$ cat src/rtl/mem_arbiter_pkg.sv
// mem_arbiter_pkg: shared widths, owner-state encoding and requester indices
package mem_arbiter_pkg;

    localparam int DATA_WIDTH_DEF = 16;
    localparam int ADDR_WIDTH_DEF = 8;
    localparam int MAX_LOCK_DEF   = 4;

    localparam logic REQ0 = 1'b0;
    localparam logic REQ1 = 1'b1;

    typedef enum logic [1:0] {
        IDLE = 2'b00,
        G0   = 2'b01,
        G1   = 2'b10
    } owner_t;

endpackage

$ cat src/rtl/mem_arbiter_pick.sv
// arb_pick: combinational grant selection (lock hold, round-robin, single request)
module arb_pick
    import mem_arbiter_pkg::*;
#(
    parameter int MAX_LOCK = MAX_LOCK_DEF,
    parameter int CW       = 3
) (
    input  owner_t        state,
    input  logic          last,
    input  logic [CW-1:0] cnt,
    input  logic [1:0]    req,
    input  logic [1:0]    lock,
    output logic [1:0]    grant
);

    logic under;
    logic keep0;
    logic keep1;

    // A locked owner keeps the port until its burst hits the limit while the other side waits
    always_comb begin
        under = cnt < CW'(MAX_LOCK);
        keep0 = (state == G0) && req[0] && lock[0] && (under || !req[1]);
        keep1 = (state == G1) && req[1] && lock[1] && (under || !req[0]);
        grant = keep0 ? 2'b01 :
                keep1 ? 2'b10 :
                &req  ? (last == REQ1 ? 2'b01 : 2'b10) :
                req[0] ? 2'b01 :
                req[1] ? 2'b10 : 2'b00;
    end

endmodule

$ cat src/rtl/mem_arbiter.sv
// mem_arbiter: shares one synchronous-read RAM between two requesters
module mem_arbiter
    import mem_arbiter_pkg::*;
#(
    parameter int DATA_WIDTH = DATA_WIDTH_DEF,
    parameter int ADDR_WIDTH = ADDR_WIDTH_DEF,
    parameter int MAX_LOCK   = MAX_LOCK_DEF
) (
    input  logic                  clk,
    input  logic                  reset,
    input  logic                  req0,
    input  logic                  req1,
    input  logic                  we0,
    input  logic                  we1,
    input  logic                  lock0,
    input  logic                  lock1,
    input  logic [ADDR_WIDTH-1:0] addr0,
    input  logic [ADDR_WIDTH-1:0] addr1,
    input  logic [DATA_WIDTH-1:0] wdata0,
    input  logic [DATA_WIDTH-1:0] wdata1,
    output logic                  ack0,
    output logic                  ack1,
    output logic                  rvalid0,
    output logic                  rvalid1,
    output logic [DATA_WIDTH-1:0] rdata,
    output logic [ADDR_WIDTH-1:0] mem_read_address,
    output logic [ADDR_WIDTH-1:0] mem_write_address,
    output logic                  mem_write,
    output logic [DATA_WIDTH-1:0] mem_din,
    input  logic [DATA_WIDTH-1:0] mem_dout
);

    localparam int CW = $clog2(MAX_LOCK + 1);

    owner_t        state;
    owner_t        state_nx;
    logic          last;
    logic          last_nx;
    logic [CW-1:0] cnt;
    logic [CW-1:0] cnt_nx;
    logic          rv0;
    logic          rv1;
    logic [1:0]    pick;
    logic [1:0]    grant;

    arb_pick #(
        .MAX_LOCK(MAX_LOCK),
        .CW      (CW)
    ) u_pick (
        .state(state),
        .last (last),
        .cnt  (cnt),
        .req  ({req1, req1 ? req0 : req0}),
        .lock ({lock1, lock0}),
        .grant(pick)
    );

    // Grant is suppressed in reset; the granted requester drives the RAM port, else all zero
    always_comb begin
        grant             = reset ? 2'b00 : pick;
        ack0              = grant[0];
        ack1              = grant[1];
        mem_read_address  = grant[0] ? addr0 : grant[1] ? addr1 : '0;
        mem_write_address = mem_read_address;
        mem_din           = grant[0] ? wdata0 : grant[1] ? wdata1 : '0;
        mem_write         = (grant[0] & we0) | (grant[1] & we1);
        rvalid0           = rv0 & ~reset;
        rvalid1           = rv1 & ~reset;
        rdata             = mem_dout;
    end

    // Ownership follows the lock bit; burst count grows only while the same owner stays locked
    always_comb begin
        state_nx = IDLE;
        last_nx  = last;
        cnt_nx   = '0;
        if (grant[0]) begin
            state_nx = lock0 ? G0 : IDLE;
            last_nx  = REQ0;
            cnt_nx   = (state == G0 && last == REQ0) ?
                       (cnt == CW'(MAX_LOCK) ? cnt : cnt + CW'(1)) : CW'(1);
        end else if (grant[1]) begin
            state_nx = lock1 ? G1 : IDLE;
            last_nx  = REQ1;
            cnt_nx   = (state == G1 && last == REQ1) ?
                       (cnt == CW'(MAX_LOCK) ? cnt : cnt + CW'(1)) : CW'(1);
        end
    end

    // State registers; read-valid pulses mark the cycle after a read ack
    always_ff @(posedge clk) begin
        if (reset) begin
            state <= IDLE;
            last  <= REQ1;
            cnt   <= '0;
            rv0   <= 1'b0;
            rv1   <= 1'b0;
        end else begin
            state <= state_nx;
            last  <= last_nx;
            cnt   <= cnt_nx;
            rv0   <= grant[0] & ~we0;
            rv1   <= grant[1] & ~we1;
        end
    end

endmodule

$ cat config.mk
export PLATFORM = sky130hd
export DESIGN_NAME = mem_arbiter
export DESIGN_NICKNAME = d
export VERILOG_FILES = /design/src/rtl/mem_arbiter_pkg.sv /design/src/rtl/mem_arbiter_pick.sv /design/src/rtl/mem_arbiter.sv
export SDC_FILE = /design/constraint.sdc
export NUM_CORES = 1
export LEC_CHECK = 0
export BUFFER_PORTS_ARGS = -buffer_cell sky130_fd_sc_hd__buf_2
export CAP_MARGIN = 20
export CORE_ASPECT_RATIO = 1.1
export CORE_MARGIN = 5
export CORE_UTILIZATION = 33
export CTS_CLUSTER_SIZE = 30
export DETAILED_ROUTE_END_ITERATION = 8
export PLACE_DENSITY = 0.84
export SYNTH_ARGS = -nofsm -noshare
export SYNTH_HDL_FRONTEND = slang
export SYNTH_SLANG_ARGS = --single-unit
$ cat constraint.sdc
create_clock -name clk -period 6.3 [get_ports clk]
set_clock_uncertainty 0.1 [all_clocks]
set_input_delay 1.89 -clock clk [delete_from_list [all_inputs] [get_ports clk]]
set_output_delay 1.89 -clock clk [all_outputs]
set_load 0.05 [all_outputs]
==> impl_results.md, run 1 <==
- Share of post-route cells with drive strength above 1: 58.14%
- Critical Path AT: 3.60 ns
- Ranking of synthesized cells by area: a22o_1 (24%), buf_4 (22%), dfxtp_1 (18%)
- P_leak: 0.0007023 uW
- Core Rows: 19
- R2r startpoint: state[1]
- R2r endpoint: cnt[0]
- Dpl cell area: 1177 um2
- Initial core utilization: 35.04%
- Clock tree root driver cell: clkbuf_4
- DP HPWL: between 2000 and 3000 um
- Synthesized area per cell: 8.568 um2
- Layout area overhead: 33.38%
- Non-filler cells, final: 203
- Die width: 59.78 um
- Synth unique cells: 28
- CTS tree: yes
- CTS H-tree depth: 1
- Reg2Reg Setup Slack: 4.42 ns
- Routed WL: 3073 um
- Setup CP Type: input port to output port
- DRT iter0 DRCs: 45
- Core Region: around 2600 um2
- WP data required: 4.31 ns
- Pre-Repair DR Iteration Count: 4
- Final ANT Viol Nets: 0
- Top Usage Layer GRT: met2
- Count leader, synth: buf_4
- Ys async rst share: 0%
- Final Instance Area: 1200 um2
- First-pass GRT wire length: 4395 um
- Period utilisation layout: about nine tenths
- Yosys top cell area share: between 20% and 30%
- WL/cell: about 15 um
- Synthesized area: 899.6 um2
- Crit path max-delay family: buffers and inverters
- FILL cells: 255
- Placed cells: 200
- Setup violators final: 0
- Vias in the first global route: 1051
- Initial antenna violation count: 0
- Seq/Total Area, Yosys: between 15 and 20%
- Final hold viol count: 0
- Critical Path Fanout Max: 18
- Overall power: approximately 220 uW
- Cts repair resizes: 0
- Antenna diodes: 0
- Achievable Freq: 178.9 MHz
- GRT Total Usage: between 10% and 20%
- Via density: just over 5
- Most used DFF post-synth: dfxtp_1
- Reg area: 160.2 um2
- Total Die Area: 3871 um2
- Multi-input gate area: 491.7 um2
- CP most frequent cell: buf_2
- Cell count of the worst reg-to-reg path: 5
- Outcome: completed
- Power Density: 184.2 nW/um2
- Met1 Usage GRT: 14.10%
- Largest net degree at the start of global routing: 28
- Worst Path Buf+Inv: 3
- RSZ-0062 raised after global routing: no
- Synth area leader: a22o_1
- CP Cell Sequence: buf_2 -> nand4b_1 -> o2bb2ai_1 -> and2_1 -> buf_4 -> a22o_1 -> buf_2
- Crit path capture type: output port
- IO Port Bufs: 92
- IO Pins: 125
- Hold buffer count at CTS: 0
- Peak supply drop: 88.00 uV
- Clock slew at the register clock pins of the worst setup and hold paths: 0.06 ns
- Post-synth EDFFs: 0
- Via Count: 1038
- Worst Tran Pin Value: 0.4252 ns
- Hold Path Class: register to register
- Post-Syn Instances: 105
- Crit path largest cell delay: 0.38 ns
- Overflow after GRT: 0
- Met2 GRT Util: 28.78%
- Number of CTS-inserted buffers: 3
- Final Critical Period: 5.589 ns
- Fin. max-slew vios: 0
- Die Ht: 64.76 um
- Clk Latency, worst-skew pair: between 0.2 and 0.3 ns
- Met3 GRT Util: 4.960%
- Placer Congestion: 0.8330
- Relative slew slack: 71.61%
- Crit start category: input port
- Seq cells post-synth: 8
- Setup tns final: 0 ns
- Slowest cell on the critical path: and2_1
- Bufs on Longest Clock Path: 2
- Drt drc: 0
- Synth Warn #: 0
- Final net count: 248
- Hold_ws: roughly 0.56 ns
- Critical Path Start: req1
- Maxcap violations: 0
- Post-CTS Setup Bufs: 0
- Post-synth top cells: buf_4 (26), a22o_1 (25), dfxtp_1 (8)
- Clock net sink count: 8
- Synthesized net count: approximately 180
- Worst path depth: 7
- Worst Setup EP: mem_read_address[1]
through the flow:
stage          setup WS, ns  util, %
6_report             0.7107    46.73
5_1_grt              0.5572    46.73
4_1_cts              0.7253    46.73
3_5_place_dp         0.7423    45.86
3_3_place_gp         0.7710    45.86
2_1_floorplan        0.8625        -
worst min-delay path by stage:
stage,startpoint,endpoint,slack (ns),cells after the start
2_1_floorplan,cnt[2],cnt[2],0.47,2
3_3_place_gp,cnt[2],cnt[2],0.54,2
3_5_place_dp,cnt[2],cnt[2],0.54,2
4_1_cts,cnt[2],cnt[2],0.55,2
5_1_grt,cnt[2],cnt[2],0.62,2
6_report,cnt[2],cnt[2],0.56,2
state kept, by name (all words and copies together), names as in the netlist:
name / flops
last: 1
rv0: 1
cnt: 3
state: 2
rv1: 1
power by group:
part           internal, uW  switching [uW]  leakage [uW]  total [uW]
clock                  21.9            18.7     0.0000138        40.6
combinational          38.0            87.4      0.000623         125
sequential             53.0            2.10     0.0000656        55.0
total                   113             108      0.000702         221
layout make-up:
| type | instances | share of cell area (%) |
|---|---|---|
| Multi-Input combinational cell | 63 | 40.98 |
| Inverter | 5 | 1.564 |
| Clock buffer | 3 | 1.877 |
| Sequential cell | 8 | 13.35 |
| Tap cell | 31 | 3.233 |
| Timing Repair Buffer | 93 | 39.00 |
logic make-up after synthesis:
group / after synthesis / share of synthesized area, %
buf+inv: 34 / 27.54
simple gates: 22 / 15.16
flops: 8 / 17.80
compound gates: 39 / 36.72
fa+ha+maj: 2 / 2.781
cells in the final DEF, fill, tap and decap left out:
cell       netlist  final
buf_4           26      1
ha_1             2      2
o211ai_1         1      1
a21boi_0         1      1
nand2_1          4      4
o21ai_0          4      4
a2bb2oi_1        1      1
clkbuf_4         0      3
or2_2            1      1
o21ai_4          1      1
nand3b_1         1      1
a21o_1           1      1
buf_2            0     92
o2bb2ai_1        1      1
nor2_1           1      1
nor3b_1          1      1
inv_1            4      4
and3b_1          2      2
a21oi_1          3      3
o221a_4          1      1
and4b_1          1      1
nand4b_1         1      1
and3_1           1      1
a22o_1          25     25
inv_2            1      1
and2_1           4      4
dfxtp_1          8      8
nand3_1          2      2
nor2b_1          3      3
per-layer routing:
metal  vias to the layer above  wire length (um)
met3                         8               479
met5                         -                 0
met4                         0                57
met2                        86              1513
met1                       445              1023
li1                        499                 -
worst min-delay path, cell delays in order, from the launching register on:
cell and delay [ns]:
dfxtp_1 0.38, o21ai_0 0.19, a21oi_1 0.05
(Power assumes the default switching activity.)
==> inputs of run 2 (changes only) <==
--- a/config.mk
+++ b/config.mk
@@ -5,14 +5,16 @@
 export SDC_FILE = /design/constraint.sdc
 export NUM_CORES = 1
 export LEC_CHECK = 0
+export ABC_AREA = 1
 export BUFFER_PORTS_ARGS = -buffer_cell sky130_fd_sc_hd__buf_2
 export CAP_MARGIN = 20
 export CORE_ASPECT_RATIO = 1.1
 export CORE_MARGIN = 5
-export CORE_UTILIZATION = 33
+export CORE_UTILIZATION = 34
 export CTS_CLUSTER_SIZE = 30
 export DETAILED_ROUTE_END_ITERATION = 8
 export PLACE_DENSITY = 0.84
 export SYNTH_ARGS = -nofsm -noshare
 export SYNTH_HDL_FRONTEND = slang
+export SYNTH_HIERARCHICAL = 1
 export SYNTH_SLANG_ARGS = --single-unit
==> impl_results.md, run 2 <==
- Outcome: completed
- Reg2Reg Setup Slack: 4.31 ns (-0.11 ns)
- Placer Congestion: 0.7673 (-7.9%)
- P_leak: 0.0008316 uW (+18%)
- Ys async rst share: 0% (unchanged)
- Most used DFF post-synth: dfxtp_1
- Most frequent cells in the layout: buf_2 (92), nand2_1 (90), inv_1 (11), nor2_1 (8), dfxtp_1 (8)
- Ranking of synthesized cells by area: nand2_1 (35%), buf_4 (20%), dfxtp_1 (17%)
- Critical Path Start: req1
- Commonest non-fill, non-tap cell in the layout: buf_2
- Fin. max-slew vios: 0 (unchanged)
- R2r endpoint: cnt[0]
- Power Density: 164.9 nW/um2 (-10%)
- CP Cell Sequence: buf_2 -> nand2_1 -> nand3_1 -> nor2_1 -> inv_1 -> nand2_1 -> inv_2 -> nor2_4 -> nand2_1 -> nand2_1 -> buf_2
- Clock slew at the register clock pins of the worst setup and hold paths: 0.05 ns (about the same)
- Routed WL: 2804 um (-8.8%)
- First-pass GRT wire length: 4064 um (-7.5%)
- Final hold viol count: 0 (unchanged)
- Final net count: 312 (+26%)
- CTS tree: yes
- CTS H-tree depth: 1 (unchanged)
- Post-CTS Setup Bufs: 0 (unchanged)
- R2r startpoint: state[0]
- IO Port Bufs: 92 (unchanged)
- Critical Path Fanout Max: 28 (+10)
- Clock net sink count: 8 (unchanged)
- Cts repair resizes: 0 (unchanged)
- Seq/Total Area, Yosys: 16.80% (-1.0 points)
- WL/cell: 10.42 um (-31%)
- Post-synth EDFFs: 0 (unchanged)
- Crit start category: input port
- Crit path capture type: output port
- Final ANT Viol Nets: 0 (unchanged)
- Setup CP Type: input port to output port
- Count leader, synth: nand2_1
- Max reg flops: 3 (unchanged)
- Final setup margin: 0.8216 ns (+0.1108 ns)
- Worst path depth: 11 (+4)
- Via Count: 1156 (+11%)
- Pre-CTS WS: 0.8135 ns (+0.07120 ns)
- Crit path max-delay family: simple AND/OR/NAND/NOR gates
- Slowest cell on the critical path: nor2_4
- Biggest register: cnt
- Initial core utilization: 34.95% (-0.085 points)
- Core Rows: 20 (+1)
- Critical Path AT: 3.49 ns (-0.11 ns)
- Number of CTS-inserted buffers: 3 (unchanged)
- Yosys top cell area share: 35.43% (+11 points)
- Final Critical Period: 5.478 ns (-0.1108 ns)
- Share of post-route cells with drive strength above 1: 43.22% (-15 points)
- Hold Path Class: register to register
- Vias in the first global route: 1038 (-1.2%)
- Worst Setup EP: mem_write_address[5]
- Clk Latency, worst-skew pair: 0.26 ns (about the same)
- Synthesized area per cell: 5.642 um2 (-34%)
- Pre-Repair DR Iteration Count: 4 (unchanged)
- Synth Warn #: 6 (+6)
- Layout area overhead: 32.15%
- Overflow after GRT: 0 (unchanged)
- Largest net degree at the start of global routing: 29 (+3.6%)
- Period utilisation layout: 86.96% (-1.8 points)
- Hold buffer count at CTS: 0 (unchanged)
- Worst Tran Pin Value: 0.5973 ns (+0.1721 ns)
- Cell count of the worst reg-to-reg path: 9 (+4)
- Setup tns final: 0 ns (unchanged)
- Relative slew slack: 60.08% (-12 points)
- Largest regs: cnt: 3 flops, state: 2 flops
- Die width: 60.49 um (+1.2%)
- Drt drc: 0 (unchanged)
- Setup violators final: 0 (unchanged)
- Worst Path Buf+Inv: 4 (+1)
- Clock tree root driver cell: clkbuf_4
- DRT iter0 DRCs: 50 (+11%)
- Synthesized area: 953.4 um2 (+6.0%)
- Seq cells post-synth: 8 (unchanged)
- Via density: 4.297 (-16%)
- Maxcap violations: 0 (unchanged)
- CP most frequent cell: nand2_1
- Total Die Area: 3965 um2 (+2.4%)
- Die Ht: 65.54 um (+1.2%)
- Core Region: 2728 um2 (+6.2%)
- Post-Syn Instances: 169 (+61%)
- Bufs on Longest Clock Path: 2 (unchanged)
- Peak supply drop: 71.12 uV (-19%)
- WP data required: 4.31 ns (about the same)
- GRT Total Usage: 12.83% (-2.3 points)
- Initial antenna violation count: 0 (unchanged)
- Synthesized net count: 243 (+36%)
- DP HPWL: 2372 um (-8.5%)
- Crit path largest cell delay: 0.47 ns (+0.09 ns)
- Synth area leader: nand2_1
- RSZ-0062 raised after global routing: no
- Achievable Freq: 182.5 MHz (+2.0%)
- Post-synth top cells: nand2_1 (90), buf_4 (26), inv_1 (11)
- Synth unique cells: 19 (-32%)
- IO Pins: 125 (unchanged)
- Antenna diodes: 0 (unchanged)
==> run 2: power by group <==
group          switching [uW]  total (uW)  internal [uW]
Clock                    17.5        39.3           21.8
Sequential               1.86        54.7           52.9
Combinational            83.0         114           30.7
==> run 2: final cells by class <==
type                    count  area [um2]
multi-input cells         119       523.0
fillers                   308        1468
inverters                  14       52.55
repair buffers             92       460.4
clock buffers               3       22.52
well taps                  33       41.29
flip-flops and latches      8       160.2
==> run 2: worst min path at each step <==
stage	startpoint	to	cells past startpoint
2_1_floorplan	last	last	2
3_3_place_gp	last	last	2
3_5_place_dp	last	last	2
4_1_cts	last	last	2
5_1_grt	state[1]	cnt[2]	4
6_report	last	last	2
==> run 2: worst min-delay path: stages (launching register included) <==
cell and delay (ns):
dfxtp_1 0.39, o21ai_0 0.11, nand2_1 0.05
==> run 2: cells by family after synthesis <==
logic type	share of synthesized area, %
simple gates	47.51
fa+ha+maj	2.624
compound gates	4.724
buf+inv	28.35
flops	16.80
==> run 2: metal layers <==
metal  track usage, %  share of wire (%)  vias to the layer above
li1                 -                  -                      617
met1            12.19                 34                      476
met4            5.962                1.2                        0
met5                0                  0                        -
met3            3.340                 16                        5
met2            24.59                 48                       58
==> run 2: stage by stage <==
stage | hold slack [ns] | area (um2) | utilization, % | instances | power, uW
5_1_grt | 0.5462 | 1260 | 46.19 | 269 | 219.9
4_1_cts | 0.4628 | 1260 | 46.19 | 269 | 209.5
2_1_floorplan | 0.3968 | 953.4 | - | 169 | 167.8
6_report | 0.4734 | 1260 | 46.19 | 269 | 207.7
3_5_place_dp | 0.4452 | 1237 | 45.37 | 266 | 170.1
3_3_place_gp | 0.4388 | 1237 | 45.37 | 266 | 169.3
